<file path="src/rtl/ring_cadence_ctrl.sv">
// ring_cadence_ctrl: ring-tone cadence sequencer for the answering machine.
// Gates the beeper (via beep_en -> beeper rst_n) with ON_MS bursts and OFF_MS
// silences. After MAX_RINGS unanswered rings it pulses answer.
// Pickup and caller hang-up are reported as one-cycle pulses.
// Optional feature macro: RING_MISSED_LOG_EN adds a saturating missed-call
// counter on missed_cnt. When the macro is undefined, missed_cnt is tied to 0.
module ring_cadence_ctrl #(
    parameter int TICK_DIV  = 100000,
    parameter int ON_MS     = 1000,
    parameter int OFF_MS    = 2000,
    parameter int MAX_RINGS = 4
) (
    input  logic       clk,
    input  logic       rst,
    input  logic       ring_req,
    input  logic       off_hook,
    output logic       beep_en,
    output logic       busy,
    output logic [3:0] ring_cnt,
    output logic       answer,
    output logic       picked_up,
    output logic       missed,
    output logic [7:0] missed_cnt
);

    typedef enum logic [1:0] {IDLE, RING_ON, RING_OFF, ANSWER} state_t;

    localparam logic [16:0] TICK_LAST = 17'(TICK_DIV - 1);
    localparam logic [15:0] ON_LAST   = 16'(ON_MS - 1);
    localparam logic [15:0] OFF_LAST  = 16'(OFF_MS - 1);
    localparam logic [3:0]  RING_LAST = 4'(MAX_RINGS);

    state_t      state;
    logic [16:0] tick_cnt;
    logic [15:0] ms_cnt;
    logic        req_prev;

    logic ringing;
    logic tick;
    logic expire;
    logic pickup_evt;
    logic miss_evt;

    // Phase timing and abort conditions; pickup outranks hang-up.
    assign ringing    = (state == RING_ON) || (state == RING_OFF);
    assign tick       = (tick_cnt == TICK_LAST);
    assign expire     = tick && (ms_cnt == ((state == RING_ON) ? ON_LAST : OFF_LAST));
    assign pickup_evt = ringing && off_hook;
    assign miss_evt   = ringing && !off_hook && !ring_req;

    // Cadence FSM with registered outputs; timers restart on every state entry.
    always_ff @(posedge clk or posedge rst) begin
        if (rst) begin
            state     <= IDLE;
            tick_cnt  <= '0;
            ms_cnt    <= '0;
            req_prev  <= 1'b0;
            ring_cnt  <= '0;
            beep_en   <= 1'b0;
            busy      <= 1'b0;
            answer    <= 1'b0;
            picked_up <= 1'b0;
            missed    <= 1'b0;
        end else begin
            req_prev  <= ring_req;
            answer    <= 1'b0;
            picked_up <= 1'b0;
            missed    <= 1'b0;
            case (state)
                IDLE: begin
                    if (ring_req && !req_prev && !off_hook) begin
                        state    <= RING_ON;
                        ring_cnt <= 4'd1;
                        beep_en  <= 1'b1;
                        busy     <= 1'b1;
                        tick_cnt <= '0;
                        ms_cnt   <= '0;
                    end
                end
                RING_ON, RING_OFF: begin
                    if (pickup_evt || miss_evt) begin
                        state     <= IDLE;
                        ring_cnt  <= '0;
                        beep_en   <= 1'b0;
                        busy      <= 1'b0;
                        tick_cnt  <= '0;
                        ms_cnt    <= '0;
                        picked_up <= pickup_evt;
                        missed    <= miss_evt;
                    end else if (expire) begin
                        tick_cnt <= '0;
                        ms_cnt   <= '0;
                        if (state == RING_OFF) begin
                            state    <= RING_ON;
                            beep_en  <= 1'b1;
                            ring_cnt <= ring_cnt + 4'd1;
                        end else if (ring_cnt == RING_LAST) begin
                            state   <= ANSWER;
                            answer  <= 1'b1;
                            beep_en <= 1'b0;
                            busy    <= 1'b0;
                        end else begin
                            state   <= RING_OFF;
                            beep_en <= 1'b0;
                        end
                    end else if (tick) begin
                        tick_cnt <= '0;
                        ms_cnt   <= ms_cnt + 16'd1;
                    end else begin
                        tick_cnt <= tick_cnt + 17'd1;
                    end
                end
                ANSWER: begin
                    state    <= IDLE;
                    ring_cnt <= '0;
                end
                default: begin
                    state <= IDLE;
                end
            endcase
        end
    end

`ifdef RING_MISSED_LOG_EN
    // Missed-call log: counts hang-ups during ringing, saturates, cleared only by rst.
    always_ff @(posedge clk or posedge rst) begin
        if (rst) begin
            missed_cnt <= '0;
        end else if (miss_evt && (missed_cnt != 8'hFF)) begin
            missed_cnt <= missed_cnt + 8'd1;
        end
    end
`else
    assign missed_cnt = 8'd0;
`endif

endmodule
</file>
<file path="config.mk">
export PLATFORM = sky130hd
export DESIGN_NAME = ring_cadence_ctrl
export DESIGN_NICKNAME = d
export VERILOG_FILES = /design/src/rtl/ring_cadence_ctrl.sv
export SDC_FILE = /design/constraint.sdc
export NUM_CORES = 1
export LEC_CHECK = 0
export CAP_MARGIN = 20
export CORE_MARGIN = 2
export CORE_UTILIZATION = 65
export CTS_BUF_LIST = sky130_fd_sc_hd__clkbuf_8
export CTS_CLUSTER_SIZE = 25
export DETAILED_ROUTE_END_ITERATION = 6
export GPL_ROUTABILITY_DRIVEN = 0
export PLACE_DENSITY = 0.9
export SLEW_MARGIN = 20
export SYNTH_ARGS = -nofsm -noshare
export SYNTH_HDL_FRONTEND = slang
export SYNTH_SLANG_ARGS = --single-unit
export TNS_END_PERCENT = 5
</file>
<file path="constraint.sdc">
create_clock -name clk -period 5 [get_ports clk]
set_input_delay 1 -clock clk [delete_from_list [all_inputs] [get_ports clk]]
set_output_delay 1 -clock clk [all_outputs]
set_load 0.01 [all_outputs]
</file>
# Word-level counts from Yosys, hierarchy flattened
# Cells that the tools add are included.
totals:
  register_bits: 45
  in_bits: 4
  output_inout_bits: 17
  wordCells: 86
op_classes:
  add_sub_neg: 3
  n_eq_ne: 12
  n_mux: 41
  reduce_logical: 20
ops:
  columns: ["cell", "n"]
  rows:
  - ["17-bit two-way mux", 4]
  - ["16-bit two-way mux", 4]
  - ["17-bit case mux with 2 select lines", 1]
  - ["16-bit case mux with 2 select lines", 1]
  - ["1-bit two-way mux", 18]
  - ["17-bit by 1-bit adder with 17-bit output (second input constant)", 1]
  - ["17-bit == test (second input constant)", 1]
  - ["16-bit by 1-bit adder with 16-bit output (second input constant)", 1]
  - ["16-bit by 11-bit == test with 1-bit output", 1]
  - ["4-bit two-way mux", 4]
  - ["3-bit inequality test (second input constant)", 4]
  - ["4-bit case mux with 3 select lines", 1]
  - ["11-bit two-way mux", 1]
  - ["3-bit AND reduction", 3]
  - ["2-bit two-way mux", 4]
  - ["1-bit logical AND", 6]
  - ["2-bit case mux with 3 select lines", 1]
  - ["5-bit AND reduction", 1]
  - ["4-bit by 1-bit adder with 4-bit output (second input constant)", 1]
  - ["2-bit == test (second input constant)", 2]
  - ["4-bit by 3-bit == test with 1-bit output (second input constant)", 1]
  - ["4-bit inequality test (second input constant)", 1]
  - ["1-bit case mux with 2 select lines", 2]
  - ["2-bit AND reduction", 2]
  - ["other kinds (7)", 10]

# Logic depth before layout (Yosys ltp)
# Gate-level depths: netlist of run 1.
depth:
  ltp_word: 7
  depth_mapped: 9

# Worst setup path after synthesis of run 1
# OpenSTA, ideal clock, no wires.
synth_timing:
  kind: "input to register"
  from: "input port off_hook"
  to: "register ms_cnt[8]"
  setup_time_ns: 0.077
  arrival_time_ns: 2.714
  required_time_ns: 4.923
  setup_slack_ns: 2.209
  path_stages: 6
  n_path_buf: 1
  cell_sequence: "nor4b_1 -> o211a_1 -> a21oi_1 -> clkbuf_1 -> or4_1 -> a21oi_1"
synth_via:
  elab_chain_len: 6
synth_lines:
  columns: ["element", "line", "text"]
  rows:
  - ["from (decl)", "16", "input logic off_hook,"]
  - ["1-bit logical NOT", "49, 71", null]
  - ["1-bit logical AND (2 in series)", "49", "assign miss_evt = ringing && !off_hook && !ring_req;"]
  - ["1-bit logical OR", "81", "if (pickup_evt || miss_evt) begin"]
  - ["4-bit inequality test (no source line) or 16-bit two-way mux (tied branches)", null, null]
  - ["3-bit AND reduction (no source line) or 16-bit case mux with 2 select lines (tied branches)", null, null]
  - ["to (signal assigned)", "108", "ms_cnt <= ms_cnt + 16'd1;"]
  - ["to (decl)", "35", "logic [15:0] ms_cnt;"]
# Parallel ways exist; a longest one is shown, timed or not.
# A chain may end at the register's enable or synchronous reset.

# Final worst setup path of run 1
# Same ends and word-level chain as after synthesis.

==> impl_metrics.ini, run 1 <==
[outcome]
outcome = complete, no violations

[floorplan]
dieArea_mm2 = 0.00452
fp.dieH_um = 67.2
initial_core_util_pct = 69.5
rows = 22
io_pins = 21
design.core.area_mm2 = 0.00374
fp.dieW_um = 67.2

[yosys]
yosysWarnings = 0
yosysSeqAreaShare_pct = 43.3
syn_area_per_cell_um2 = 9.25
synth_area_mm2 = 0.00260
ys_ff_latch = 45
synth_top_area_cell = dfrtp_1
yosys-top-cells-area = dfrtp_1 43%, a21oi_1 4.2%, ha_1 3.8%, nand3_1 3.7%, nor2_1 3.2%
synth_flop_cell = dfrtp_1
synth_top_area_share_pct = 43.3
synth_edf_count = 0
ys_types = 48
syn-instance-count = 281
async_reset_ff_share_pct = 100

[clock_tree]
hold_buffers = 0
postCtsSetupRepairBufs = 0
cts.clk_slew.worst_paths_ps = 80
numCtsBuffers = 5
cts_resized = 0
clockBufferDepth = 2
cts-htree-levels = 2
cts_sinks = 45
cts_root_buffer = clkbuf_8
clock_latency_ps = 300
cts_tree = done

[routing]
drt-initial-drc-count = 265
ant_nets = 0
via_per_inst = 6.44
routed_wl_mm = 5.45
drc_errors = 0
dr.pass1.iters = 4
vias = 2190
wl_met2_mm = 2.68
m1WireLength_mm = 2.44
wl_per_cell_um = 16.0
wl_met3_um = 247
dr.max_layer_used = met4

[sta]
clock.fmax_mhz = 299
tns_ps = 0
final-setup-viol-count = 0
rsz0062_at_grt = no
clock_skew_ps = 9.18
maxSlewHeadroom_pct = 42.4
hold_viol = 0
tightest_slew_ps = 861
layout_min_cycle_time_ps = 3350
maxSlewViolCount = 0
timing.final.crit_share_pct = 66.9

[final_layout]
nets = 304
layout-drive-gt1-share_pct = 5.48
seqCellArea_mm2 = 0.00113
antenna_cells = 0
most-common-layout-cells = 45 x dfrtp_1, 22 x nor2_1, 22 x a21oi_1, 19 x nand3_1
area_growth_syn_to_layout_pct = 8.04
final_common_cell = dfrtp_1
num-fill-cells = 272
fin_util_pct = 75.0
multi_input_area_mm2 = 0.00137

[power_and_ir_drop]
p_leak_nw = 1.19
p_per_area_mw_per_mm2 = 331
vdd_drop_max_v = 0.000225

[critical_path]
r2r_cells = 5
required_ps = 5230
crit_slowest_cell = nor4b_1
critPathCaptureType = flop
start_kind = input pin
cp_common_cell = a21oi_1
r2r_slack_ps = 1930
cp_cell_sequence = clkdlybuf4s50_1 -> nor4b_1 -> o211a_1 -> a21oi_1 -> buf_4 -> or4_1 -> a21oi_1
reg2reg_from = ms_cnt[11]
worst_r2r_endpoint = beep_en
path_class = input pin to flop
crit_fanout = 32
slowest_delay_ps = 760
arrival_ps = 3580

[place]
io_buffers = 12
place_hpwl_mm = 3.72

[global_route]
first_global_vias = 2046
antenna_found_initial = 0
grt_pass1_wl_mm = 9.31
grt.overflow.total = 0
grt_max_degree = 46
gr-usage-all-layers_pct = 27.0

[worst_hold_path]
min_path_cells = 2
min_from = tick_cnt[1]
hold_end = tick_cnt[1]
hold_class = flop to flop

[run]
max_cap_violations = 0
-- through the flow --
stage	area, µm²	power [W]	setup WS, ps	cells	hold WS [ps]
5_1_grt	2810	0.000983	1460	340	539
3_5_place_dp	2720	0.000710	1400	333	489
4_1_cts	2810	0.000932	1680	340	511
6_report	2810	0.000930	1650	340	512
3_3_place_gp	2720	0.000695	1480	333	487
2_1_floorplan	2630	0.000625	2210	288	452
-- synth_stat cells, types with 2 or more instances --
library cell / n
or4b_1: 2
and4_1: 2
a31oi_1: 3
o21ai_0: 16
buf_4: 9
ha_1: 8
nand3b_1: 3
nand3_1: 19
o211ai_1: 3
o211a_1: 3
or3_1: 12
and3_1: 11
clkbuf_1: 6
or4_1: 4
and3b_1: 2
nand4_1: 10
dfrtp_1: 45
nor2_1: 22
a21oi_1: 22
a211oi_1: 3
nand2_1: 16
xnor2_1: 5
nor3_1: 4
and2_1: 4
xor2_1: 7
o31ai_1: 5
inv_1: 9
or3b_2: 2
nor4b_1: 5
-- power by group --
group          internal (W)  leakage [nW]  switching [W]
Combinational      0.000103         0.529       0.000182
Sequential         0.000392         0.615      0.0000265
Clock              0.000108        0.0485       0.000118
Total              0.000603          1.19       0.000327
-- routing by layer --
| layer | vias to the layer above | track usage, % |
|---|---|---|
| met3 | 11 | 5.67 |
| met4 | 0 | 10.2 |
| met5 | - | 0 |
| li1 | 1045 | - |
| met2 | 58 | 43.7 |
| met1 | 1076 | 35.7 |
-- layout make-up --
class / count / area share [%]
flip-flops and latches: 45 / 40.1
repair buffers: 14 / 4.81
well taps: 48 / 2.14
clock buffers: 6 / 2.94
multi-input cells: 217 / 48.7
clock inverters: 1 / 0.134
inverters: 9 / 1.20
-- worst max-delay path, delay by kind of cell --
kind                   cells  cell delay (ps)
buffers and inverters      2              740
AND/OR/NAND/NOR            2             1290
AO/OA/AOI/OAI              3              530
-- worst max path at each step --
| stage | endpoint | cells after the start | start |
|---|---|---|---|
| after floorplan | ms_cnt[8] | 6 | off_hook |
| after global placement | ms_cnt[8] | 7 | ring_req |
| after detailed placement | ms_cnt[14] | 7 | ring_req |
| after CTS | ms_cnt[8] | 7 | ring_req |
| after global routing | ms_cnt[10] | 7 | ring_req |
| final | ms_cnt[8] | 7 | off_hook |
-- logic make-up after synthesis --
family          Yosys count  share of synthesized area [%]
xor+xnor                 12                           4.04
fa+ha+maj                 8                           3.85
compound gates           63                           15.3
flops                    45                           43.3
mux                       1                          0.577
buf+inv                  26                           5.10
other cells               1                          0.144
simple gates            125                           27.7
-- sequential cells by signal (all words and copies together) (netlist names) --
name / cells
tick_cnt: 17
ms_cnt: 16
ring_cnt: 4
state: 2
answer: 1
beep_en: 1
busy: 1
missed: 1
picked_up: 1
req_prev: 1
No activity file was read; power rests on OpenSTA's default activity.
==> inputs of run 2 (changes only) <==
--- a/config.mk
+++ b/config.mk
@@ -7,12 +7,12 @@
 export LEC_CHECK = 0
 export CAP_MARGIN = 20
 export CORE_MARGIN = 2
-export CORE_UTILIZATION = 65
+export CORE_UTILIZATION = 60
 export CTS_BUF_LIST = sky130_fd_sc_hd__clkbuf_8
 export CTS_CLUSTER_SIZE = 25
 export DETAILED_ROUTE_END_ITERATION = 6
 export GPL_ROUTABILITY_DRIVEN = 0
-export PLACE_DENSITY = 0.9
+export PLACE_DENSITY = 0.84
 export SLEW_MARGIN = 20
 export SYNTH_ARGS = -nofsm -noshare
 export SYNTH_HDL_FRONTEND = slang
==> constraint.sdc (replaced) <==
create_clock -name clk -period 3.4 [get_ports clk]
set_input_delay 0.68 -clock clk [delete_from_list [all_inputs] [get_ports clk]]
set_output_delay 0.68 -clock clk [all_outputs]
set_load 0.01 [all_outputs]
==> run 2 against run 1 <==
  * Sequential power grew 47%
  * Final cell count up 1.2%
  * Die area grew 7.8%
  * Largest power group unchanged
==> impl_metrics.ini, run 2 (synthesis results as in run 1) <==
[critical_path]
crit_fanout = 32
critPathBufInv = 2
start_kind = input pin
path_class = input pin to flop
crit_family = simple AND/OR/NAND/NOR gates
reg2reg_from = ms_cnt[11]
critPathCaptureType = flop
r2r_cells = 5
arrival_ps = 3140
required_ps = 3620
cp_common_cell = a21oi_1
crit_slowest_cell = clkdlybuf4s50_1
worst_r2r_endpoint = beep_en
cp_cell_sequence = clkdlybuf4s50_1 -> or3b_2 -> a211oi_1 -> a21oi_1 -> buf_4 -> or4_1 -> a21oi_1
r2r_slack_ps = 610
slowest_delay_ps = 580

[global_route]
antenna_found_initial = 0
grt.overflow.total = 0
grt_pass1_wl_mm = 9.70
first_global_vias = 2095
gr-usage-all-layers_pct = 24.3
grt_max_degree = 46

[routing]
ant_nets = 0
wl_per_cell_um = 16.0
routed_wl_mm = 5.50
vias = 2175
drc_errors = 0
dr.pass1.iters = 5
via_per_inst = 6.32
drt-initial-drc-count = 222

[power_and_ir_drop]
p_seq_share_pct = 44.7
p_int_w = 0.000896
clock_power_share_pct = 23.9
vdd_drop_max_v = 0.000306
fin_total_pwr_w = 0.00138
p_per_area_mw_per_mm2 = 490
sw_frac_of_total_pct = 35.3
p_leak_nw = 1.20
power_switching_w = 0.000488
p_comb_share_pct = 31.4

[sta]
tns_ps = 0
maxSlewViolCount = 0
hold_viol = 0
layout_min_cycle_time_ps = 2920
rsz0062_at_grt = no
clock.fmax_mhz = 343
maxSlewHeadroom_pct = 38.5
final-setup-viol-count = 0
tightest_slew_ps = 921
clock_skew_ps = 11.3
timing.final.crit_share_pct = 85.7

[floorplan]
initial_core_util_pct = 63.6
dieArea_mm2 = 0.00488
rows = 23
fp.dieW_um = 69.8
io_pins = 21
design.core.area_mm2 = 0.00409
fp.dieH_um = 69.8

[final_layout]
regMostFlops = tick_cnt
most-common-layout-cells = 45 x dfrtp_1, 22 x nor2_1, 22 x a21oi_1, 19 x nand3_1
largest_reg_flops = 17
largestRegisters = tick_cnt (17), ms_cnt (16), ring_cnt (4)
antenna_cells = 0
area_growth_syn_to_layout_pct = 8.71
final_common_cell = dfrtp_1
nets = 306
num-fill-cells = 322
layout-drive-gt1-share_pct = 6.46

[place]
io_buffers = 12
place_hpwl_mm = 3.75

[worst_hold_path]
min_path_cells = 2
min_from = tick_cnt[1]
hold_end = tick_cnt[1]
hold_class = flop to flop

[clock_tree]
clock_latency_ps = 300
cts.clk_slew.worst_paths_ps = 80
hold_buffers = 0
cts_tree = done
cts_sinks = 45
clockBufferDepth = 2
cts_resized = 0
numCtsBuffers = 5
cts_root_buffer = clkbuf_8
cts-htree-levels = 2
postCtsSetupRepairBufs = 0

[run]
max_cap_violations = 0

[outcome]
outcome = complete, no violations
==> run 2: how the worst max path moves through the flow <==
stage	startpoint	to	slack, ps	depth (start not counted)
floorplan	ms_cnt[11]	beep_en	750	6
global placement	ring_req	ms_cnt[10]	330	7
detailed placement	ring_req	ms_cnt[10]	210	7
CTS	ring_req	ms_cnt[10]	530	7
global route	ring_req	ms_cnt[14]	310	7
finish	ring_req	ms_cnt[10]	480	7
==> run 2: final cells by class <==
cell class,instances,area (µm²),area share (%)
clock buffer,6,82.6,2.92
clock inverter,1,3.75,0.133
inverter,9,33.8,1.20
multi-input combinational,217,1370,48.4
sequential,45,1130,39.8
tap,50,62.6,2.21
timing repair buffer,16,150,5.31
==> run 2: worst reg2reg max path, delay by kind of cell (launching register included) <==
family             cells  cell delay, ps
DFF                    1             410
AOI/OAI and AO/OA      1             240
and+or+nand+nor        3            1720
muxes                  1             310
==> run 2: power by group through the flow <==
stage          sequential (W)  clock [W]  combinational [W]
2_1_floorplan        0.000630          0           0.000289
3_3_place_gp         0.000624          0           0.000414
3_5_place_dp         0.000626          0           0.000423
4_1_cts              0.000617   0.000338           0.000429
5_1_grt              0.000625   0.000353           0.000477
6_report             0.000618   0.000331           0.000435
==> run 2: through the flow <==
stage	hold slack (ps)	worst slack (ps)	instance area, µm²	cells	utilization (%)
floorplan	452	749	2630	288	-
global placement	485	335	2740	337	67.1
detailed placement	485	208	2740	337	67.1
CTS	502	528	2830	344	69.2
global route	535	308	2830	344	69.2
finish	502	485	2830	344	69.2
==> run 2: layer usage <==
layer	GRT usage [%]	up-vias	share of wire [%]
li1	-	1045	-
met1	33.5	1055	46
met2	39.3	67	48
met3	5.23	8	4.9
met4	6.20	0	1.3
met5	0	-	0
